$ cat src/rtl/posit_mult_result_buf.sv
// Result FIFO behind the posit multiplier: canonicalises each result, presents it FWFT over valid/ready.
// Define POSIT_RES_STATS_EN to add the saturating NaR/zero result counters (inf_cnt, zero_cnt).
module posit_mult_result_buf #(
   parameter  int N     = 16,
   parameter  int DEPTH = 4,
   localparam int AW    = $clog2(DEPTH)
) (
   input  logic          clk,
   input  logic          rst_n,
   input  logic          in_valid,
   input  logic [N-1:0]  in_data,
   input  logic          in_inf,
   input  logic          in_zero,
   output logic          in_ready,
   output logic          out_valid,
   input  logic          out_ready,
   output logic [N-1:0]  out_data,
   output logic          out_inf,
   output logic          out_zero,
   output logic [AW:0]   count,
   input  logic          clr,
`ifdef POSIT_RES_STATS_EN
   output logic [15:0]   inf_cnt,
   output logic [15:0]   zero_cnt,
`endif
   output logic          ovf_sticky
);

   localparam logic [AW:0] DEPTH_C = (AW+1)'(DEPTH);

   logic [N+1:0]  mem_q [DEPTH];
   logic [AW-1:0] wr_ptr_q, wr_ptr_d;
   logic [AW-1:0] rd_ptr_q, rd_ptr_d;
   logic [AW:0]   count_q, count_d;
   logic          ovf_q, ovf_d;
   logic          full, wr_en, rd_en, drop;
   logic [N+1:0]  wr_entry;
   logic [N+1:0]  head;

   assign full      = (count_q == DEPTH_C);
   assign in_ready  = ~full;
   assign out_valid = (count_q != '0);
   assign wr_en     = in_valid & ~full;
   assign rd_en     = out_valid & out_ready;
   assign drop      = in_valid & full;

   // Entry layout is {inf, zero, data}; NaR wins over zero.
   always_comb begin
      wr_entry = {2'b00, in_data};
      if (in_inf) begin
         wr_entry = {2'b10, 1'b1, {(N-1){1'b0}}};
      end else if (in_zero) begin
         wr_entry = {2'b01, {N{1'b0}}};
      end
   end

   always_comb begin
      wr_ptr_d = wr_en ? wr_ptr_q + 1'b1 : wr_ptr_q;
      rd_ptr_d = rd_en ? rd_ptr_q + 1'b1 : rd_ptr_q;
      count_d  = count_q;
      case ({wr_en, rd_en})
         2'b10:   count_d = count_q + 1'b1;
         2'b01:   count_d = count_q - 1'b1;
         default: count_d = count_q;
      endcase
      ovf_d = ovf_q;
      if (clr) begin
         ovf_d = 1'b0;
      end else if (drop) begin
         ovf_d = 1'b1;
      end
   end

   always_ff @(posedge clk) begin
      if (wr_en) begin
         mem_q[wr_ptr_q] <= wr_entry;
      end
   end

   always_ff @(posedge clk or negedge rst_n) begin
      if (!rst_n) begin
         wr_ptr_q <= '0;
         rd_ptr_q <= '0;
         count_q  <= '0;
         ovf_q    <= 1'b0;
      end else begin
         wr_ptr_q <= wr_ptr_d;
         rd_ptr_q <= rd_ptr_d;
         count_q  <= count_d;
         ovf_q    <= ovf_d;
      end
   end

   // First-word-fall-through head, forced to zero while empty.
   assign head       = mem_q[rd_ptr_q];
   assign out_data   = out_valid ? head[N-1:0] : '0;
   assign out_zero   = out_valid & head[N];
   assign out_inf    = out_valid & head[N+1];
   assign count      = count_q;
   assign ovf_sticky = ovf_q;

`ifdef POSIT_RES_STATS_EN
   logic [15:0] inf_cnt_q, inf_cnt_d;
   logic [15:0] zero_cnt_q, zero_cnt_d;

   always_comb begin
      inf_cnt_d  = inf_cnt_q;
      zero_cnt_d = zero_cnt_q;
      if (clr) begin
         inf_cnt_d  = '0;
         zero_cnt_d = '0;
      end else if (wr_en) begin
         if (in_inf && inf_cnt_q != 16'hFFFF) begin
            inf_cnt_d = inf_cnt_q + 16'd1;
         end
         if (in_zero && !in_inf && zero_cnt_q != 16'hFFFF) begin
            zero_cnt_d = zero_cnt_q + 16'd1;
         end
      end
   end

   always_ff @(posedge clk or negedge rst_n) begin
      if (!rst_n) begin
         inf_cnt_q  <= '0;
         zero_cnt_q <= '0;
      end else begin
         inf_cnt_q  <= inf_cnt_d;
         zero_cnt_q <= zero_cnt_d;
      end
   end

   assign inf_cnt  = inf_cnt_q;
   assign zero_cnt = zero_cnt_q;
`endif

endmodule
$ cat config.mk
export PLATFORM = sky130hd
export DESIGN_NAME = posit_mult_result_buf
export DESIGN_NICKNAME = d
export VERILOG_FILES = /design/src/rtl/posit_mult_result_buf.sv
export SDC_FILE = /design/constraint.sdc
export NUM_CORES = 1
export LEC_CHECK = 0
export CAP_MARGIN = 20
export CORE_MARGIN = 4
export CORE_UTILIZATION = 50
export CTS_CLUSTER_SIZE = 24
export DETAILED_ROUTE_END_ITERATION = 10
export PLACE_DENSITY_LB_ADDON = 0.12
export SYNTH_ARGS = -nofsm -noshare
export SYNTH_HDL_FRONTEND = slang
export SYNTH_SLANG_ARGS = --single-unit
export TNS_END_PERCENT = 10
$ cat constraint.sdc
create_clock -name clk -period 5.6 [get_ports clk]
set_clock_uncertainty 0.15 [all_clocks]
set_input_delay 1.68 -clock clk [delete_from_list [all_inputs] [get_ports clk]]
set_output_delay 1.68 -clock clk [all_outputs]
set_load 0.03 [all_outputs]
# [Word-level counts from Yosys, hierarchy flattened]
# Memory sizes are Yosys's and may differ from the RTL's.
# Cells that the tools add are included.
[totals] out_inout_bits=24 mem_bits_ro=0 mem_bits_rw=72 register_bits=8 memories=1 word_cells=29 latchBits=0
[classes] bitwise_logic=6 add_sub_neg=4 n_reduce_logical=3 mul=0 magnitude_cmp=0 div=0 eq_ne=3 muxes=8 shifts=0
[mem_list] memory="mem_q" depth=4 word_bits=18 rd=1 rd_ports_with_merged_regs=0 write_ports=1 line="31" text="logic [N+1:0] mem_q [DEPTH];"
[ops] cell="18-bit two-way mux" n=1
[ops] cell="17-bit two-way mux" n=1
[ops] cell="16-bit two-way mux" n=1
[ops] cell="3-bit one-hot mux with 2 select lines" n=1
[ops] cell="1-bit bitwise AND" n=5
[ops] cell="2-bit by 1-bit adder with 2-bit output, second input constant" n=2
[ops] cell="1-bit two-way mux" n=4
[ops] cell="2-bit nonzero test" n=2
[ops] cell="3-bit by 1-bit adder with 3-bit output, second input constant" n=1
[ops] cell="3-bit == test, second input constant" n=1
[ops] cell="3-bit nonzero test" n=1
[ops] cell="3-bit by 1-bit subtractor with 3-bit output, second input constant" n=1
[ops] cell="2-bit by 1-bit == test with 1-bit output, second input constant" n=1
[ops] cell="2-bit == test, second input constant" n=1
[ops] cell="1-bit NOT" n=1

# [Depth between registers and ports, before layout]
[logic_depth] depth_word=5 mapped_depth=9

# [Worst setup path after synthesis]
# OpenSTA, ideal clock, no wires.
[synth_timing] path_kind="flip-flop to output port" startpoint="reg count_q[0] (netlist: count[0])" endpoint="out out_data[10]" path_stages_with_launch=4 slack_ns=2.218 arrival_ns=1.552 required_time_ns=3.770 cell_sequence="dfrtp_1 > or3_4 > clkbuf_1 > and2_1"
[synth_between] elab_chain_len=2
[synth_lines] item="start, declared" line="34" text="logic [AW:0] count_q, count_d;"
[synth_lines] item="start signal, assigned" line="89" text="count_q <= count_d;"
[synth_lines] item="3-bit nonzero test" line="42" text="assign out_valid = (count_q != '0);"
[synth_lines] item="net out_valid" line="15" text="output logic out_valid,"
[synth_lines] item="16-bit two-way mux" line="96" text="assign out_data = out_valid ? head[N-1:0] : '0;"
[synth_lines] item="end, declared" line="17" text="output logic [N-1:0] out_data,"
# The timed path passes the listed nets, and every way through them passes these cells.

# [Worst setup path in the final report]
[layout_timing] startpoint="reg rd_ptr_q[0]" endpoint="out out_data[13]"
[layout_between] elab_chain_len=2
[layout_lines] item="start, declared" line="33" text="logic [AW-1:0] rd_ptr_q, rd_ptr_d;"
[layout_lines] item="start signal, assigned" line="88" text="rd_ptr_q <= rd_ptr_d;"
[layout_lines] item="memory read 4 x 18 bit"
[layout_lines] item="16-bit two-way mux" line="96"
# Every way passes these cells.

==> results by group <==
Worst setup path
  – Worst r2r dst: count[1]
  – Critical path fanouts, max: 11
  – Critical path required time: about 3.8 ns
  – Critical path arrival: about 2.7 ns
  – Reg2reg start: count[0]
  – Crit-path max cell delay: approximately 0.73 ns
  – Flop2flop setup slack: approximately 3.3 ns
  – Critical Path Sink Type: output pin
  – Reg2reg path depth: 6
  – Slowest CP cell: dfrtp_1
  – Crit path kind: reg2out
  – CP cell instances: buf_4 -> mux4_2 -> and2_1 -> clkdlybuf4s50_1
  – Startpoint types: flip-flop

Detailed routing
  – Iter 0 DRT Violations: ~110
  – Initial DRT Pass Iterations: 4
  – Via density: about 5.3
  – DRC Markers: 0
  – WL final: 5800 um
  – Via count: roughly 1.6k
  – WL per Instance: between 15 and 20 um
  – Antenna-violating nets left: 0

Clocking
  – Cts bufs inserted: 9
  – Clock Latency Late Sink: 0.33 ns
  – Post-CTS Setup Repair Bufs: 0
  – CTS max path bufs: 2
  – Clk root buf: clkbuf_8
  – Hold-fix buffers at CTS: 0
  – CTS tree: built
  – H-tree depth: 3
  – Cts repair resizes: 0
  – Clock sink count: 80
  – Clock transition at the registers of the reported paths: around 0.07 ns

STA
  – Fmax: roughly 0.22 GHz
  – Tightest Pin Transition: between 1 and 1.5 ns
  – Max Slew Vio Count: 0
  – Setup_tns: 0 ns
  – Relative slew slack: 0.313
  – Minimum clock period: between 4 and 5 ns
  – Final setup viols: 0
  – RSZ-0062 raised after global routing: false
  – Fin crit share: 0.811
  – Endpoints failing hold: 0

GRT
  – Initial antenna violation count: 0
  – GRT Overall Usage: 0.162
  – Overflow after GRT: 0
  – Largest net degree at the start of global routing: 22
  – First-pass GRT wire length: 9140 um
  – Number of global-route vias before repair: approximately 1.8k

Power
  – Leak: roughly 1.4 nW
  – Switching Fraction: 0.341
  – Pwr Density: about 560 mW/mm2
  – Switching power: around 0.78 mW
  – Clock power frac: 0.190
  – Internal power: around 1.5 mW
  – Power share of the combinational group: 0.418
  – Worst IR Drop VDD: between 300 and 400 uV
  – Sequential group share of total power: 0.392

Job
  – Max Cap Viol: 0

Die
  – Die area: approximately 0.008 mm2
  – Initial cell density of the core: 0.518
  – Row count: 29
  – Die Y: 89.4 um
  – Die Width: roughly 90 um
  – Core Region: 0.00639 mm2
  – IO Pins: 47

Synthesis
  – Syn Nets: just over 200
  – Mapped Cells: roughly 180
  – #FFs+latches synth: 80
  – Mapped Area: about 0.0033 mm2
  – Warnings from Yosys: 0
  – Mean post-synth cell area: approximately 19 um2
  – Distinct cells, synth: 22
  – Register area share after synthesis: 0.714

Cells and area
  – Area taken by multi-input logic gates: just under 900 um2
  – Ant. Diodes: 0
  – Fill count: around 470
  – Nets@finish: approximately 260
  – Commonest cells after routing, fill and taps aside: edfxtp_1 (72), clkdlybuf4s50_1 (46), and2_1 (38), mux4_2 (18), clkbuf_8 (9)
  – Register area: roughly 0.0024 mm2
  – Area growth syn-to-layout: 21.5%
  – Commonest non-fill, non-tap cell in the layout: edfxtp_1
  – Fin util: 0.630
  – Cell area after layout: slightly above 0.004 mm2
  – Layout cell share with drive strength beyond 1: 0.148

Placed design
  – Post-DP HPWL: around 3700 um
  – DP Area: approximately 0.0038 mm2
  – IO buf count: 46
  – GPL Wtd Cong: about 0.74

Hold path
  – Hold EP: count[2]
  – Worst Hold Path Cells: 1
  – Hold Crit Class: reg2reg
  – Hold wc startpoint: count[2]

Run status
  – Outcome: completed
==> how the worst max path moves through the flow <==
stage / from / to / slack (ns) / cells after the start
floorplan: count[0] / out_data[10] / 2.22 / 3
global placement: rd_ptr_q[0] / out_data[14] / 1.37 / 4
detailed placement: rd_ptr_q[0] / out_data[14] / 1.33 / 4
CTS: rd_ptr_q[0] / out_data[14] / 0.95 / 4
global route: rd_ptr_q[0] / out_data[13] / 0.84 / 4
finish: rd_ptr_q[0] / out_data[13] / 1.06 / 4
==> per-stage QoR <==
step                setup WS [ns]  power, mW  hold WS (ns)  std cells
floorplan                    2.22       1.53         0.362        175
global placement             1.37       1.85         0.329        292
detailed placement           1.33       1.88         0.370        292
CTS                         0.952       2.30         0.384        307
global route                0.839       2.40         0.432        307
finish                       1.06       2.27         0.380        307
==> per-layer routing <==
| metal | vias up | track usage | share of wire |
|---|---|---|---|
| met4 | 0 | 0.0487 | 0.0098 |
| met3 | 5 | 0.0461 | 0.038 |
| met2 | 33 | 0.277 | 0.54 |
| met5 | - | 0 | 0 |
| li1 | 759 | - | - |
| met1 | 845 | 0.202 | 0.41 |
==> sequential cells by signal (all words and copies together), names as in the netlist <==
| register | cells |
|---|---|
| mem_q | 72 |
| count | 3 |
| rd_ptr_q | 2 |
| wr_ptr_q | 2 |
| ovf_sticky | 1 |
==> synthesized netlist by cell type, drive strengths merged <==
cell type / number / area [um2]
nor3b: 1 / 12.5
mux2: 1 / 11.3
clkbuf: 2 / 7.51
a21oi: 1 / 5.00
mux2i: 1 / 10.0
xor2: 3 / 26.3
nor2b: 1 / 8.76
or3: 1 / 11.3
fa: 1 / 20.0
edfxtp: 72 / 2160
nand3: 1 / 5.00
dfrtp: 8 / 200
a21o: 1 / 7.51
mux4: 18 / 405
and2: 38 / 238
nor2: 4 / 15.0
inv: 8 / 30.0
buf: 5 / 46.3
ha: 5 / 62.6
xnor2: 3 / 26.3
==> cell families after synthesis <==
logic type	synth area share
flip-flops	0.714
AND/OR/NAND/NOR	0.0877
multiplexers	0.129
buffers and inverters	0.0253
XOR/XNOR	0.0159
adder cells (fa/ha/maj)	0.0249
AO/OA/AOI/OAI	0.00378
==> area by class of cell <==
cell class                 instances  share of cell area
sequential                        80               0.587
multi-input combinational         80               0.215
timing repair buffer              47               0.116
clock buffer                      10              0.0317
tap                               77              0.0240
clock inverter                     5              0.0180
inverter                           8             0.00747
==> power groups by stage <==
stage	Clock (mW)	Sequential, mW	Combinational, mW
global placement	0	0.898	0.953
global route	0.468	0.913	1.02
floorplan	0	0.867	0.663
CTS	0.439	0.897	0.968
finish	0.431	0.891	0.949
detailed placement	0	0.910	0.966
==> critical path, delay by kind of cell (launching register included) <==
kind / cells / cell delay (ns)
mux: 1 / 0.53
flops: 1 / 0.73
simple gates: 1 / 0.17
buf+inv: 2 / 0.94
No activity file was read; power rests on OpenSTA's default activity.
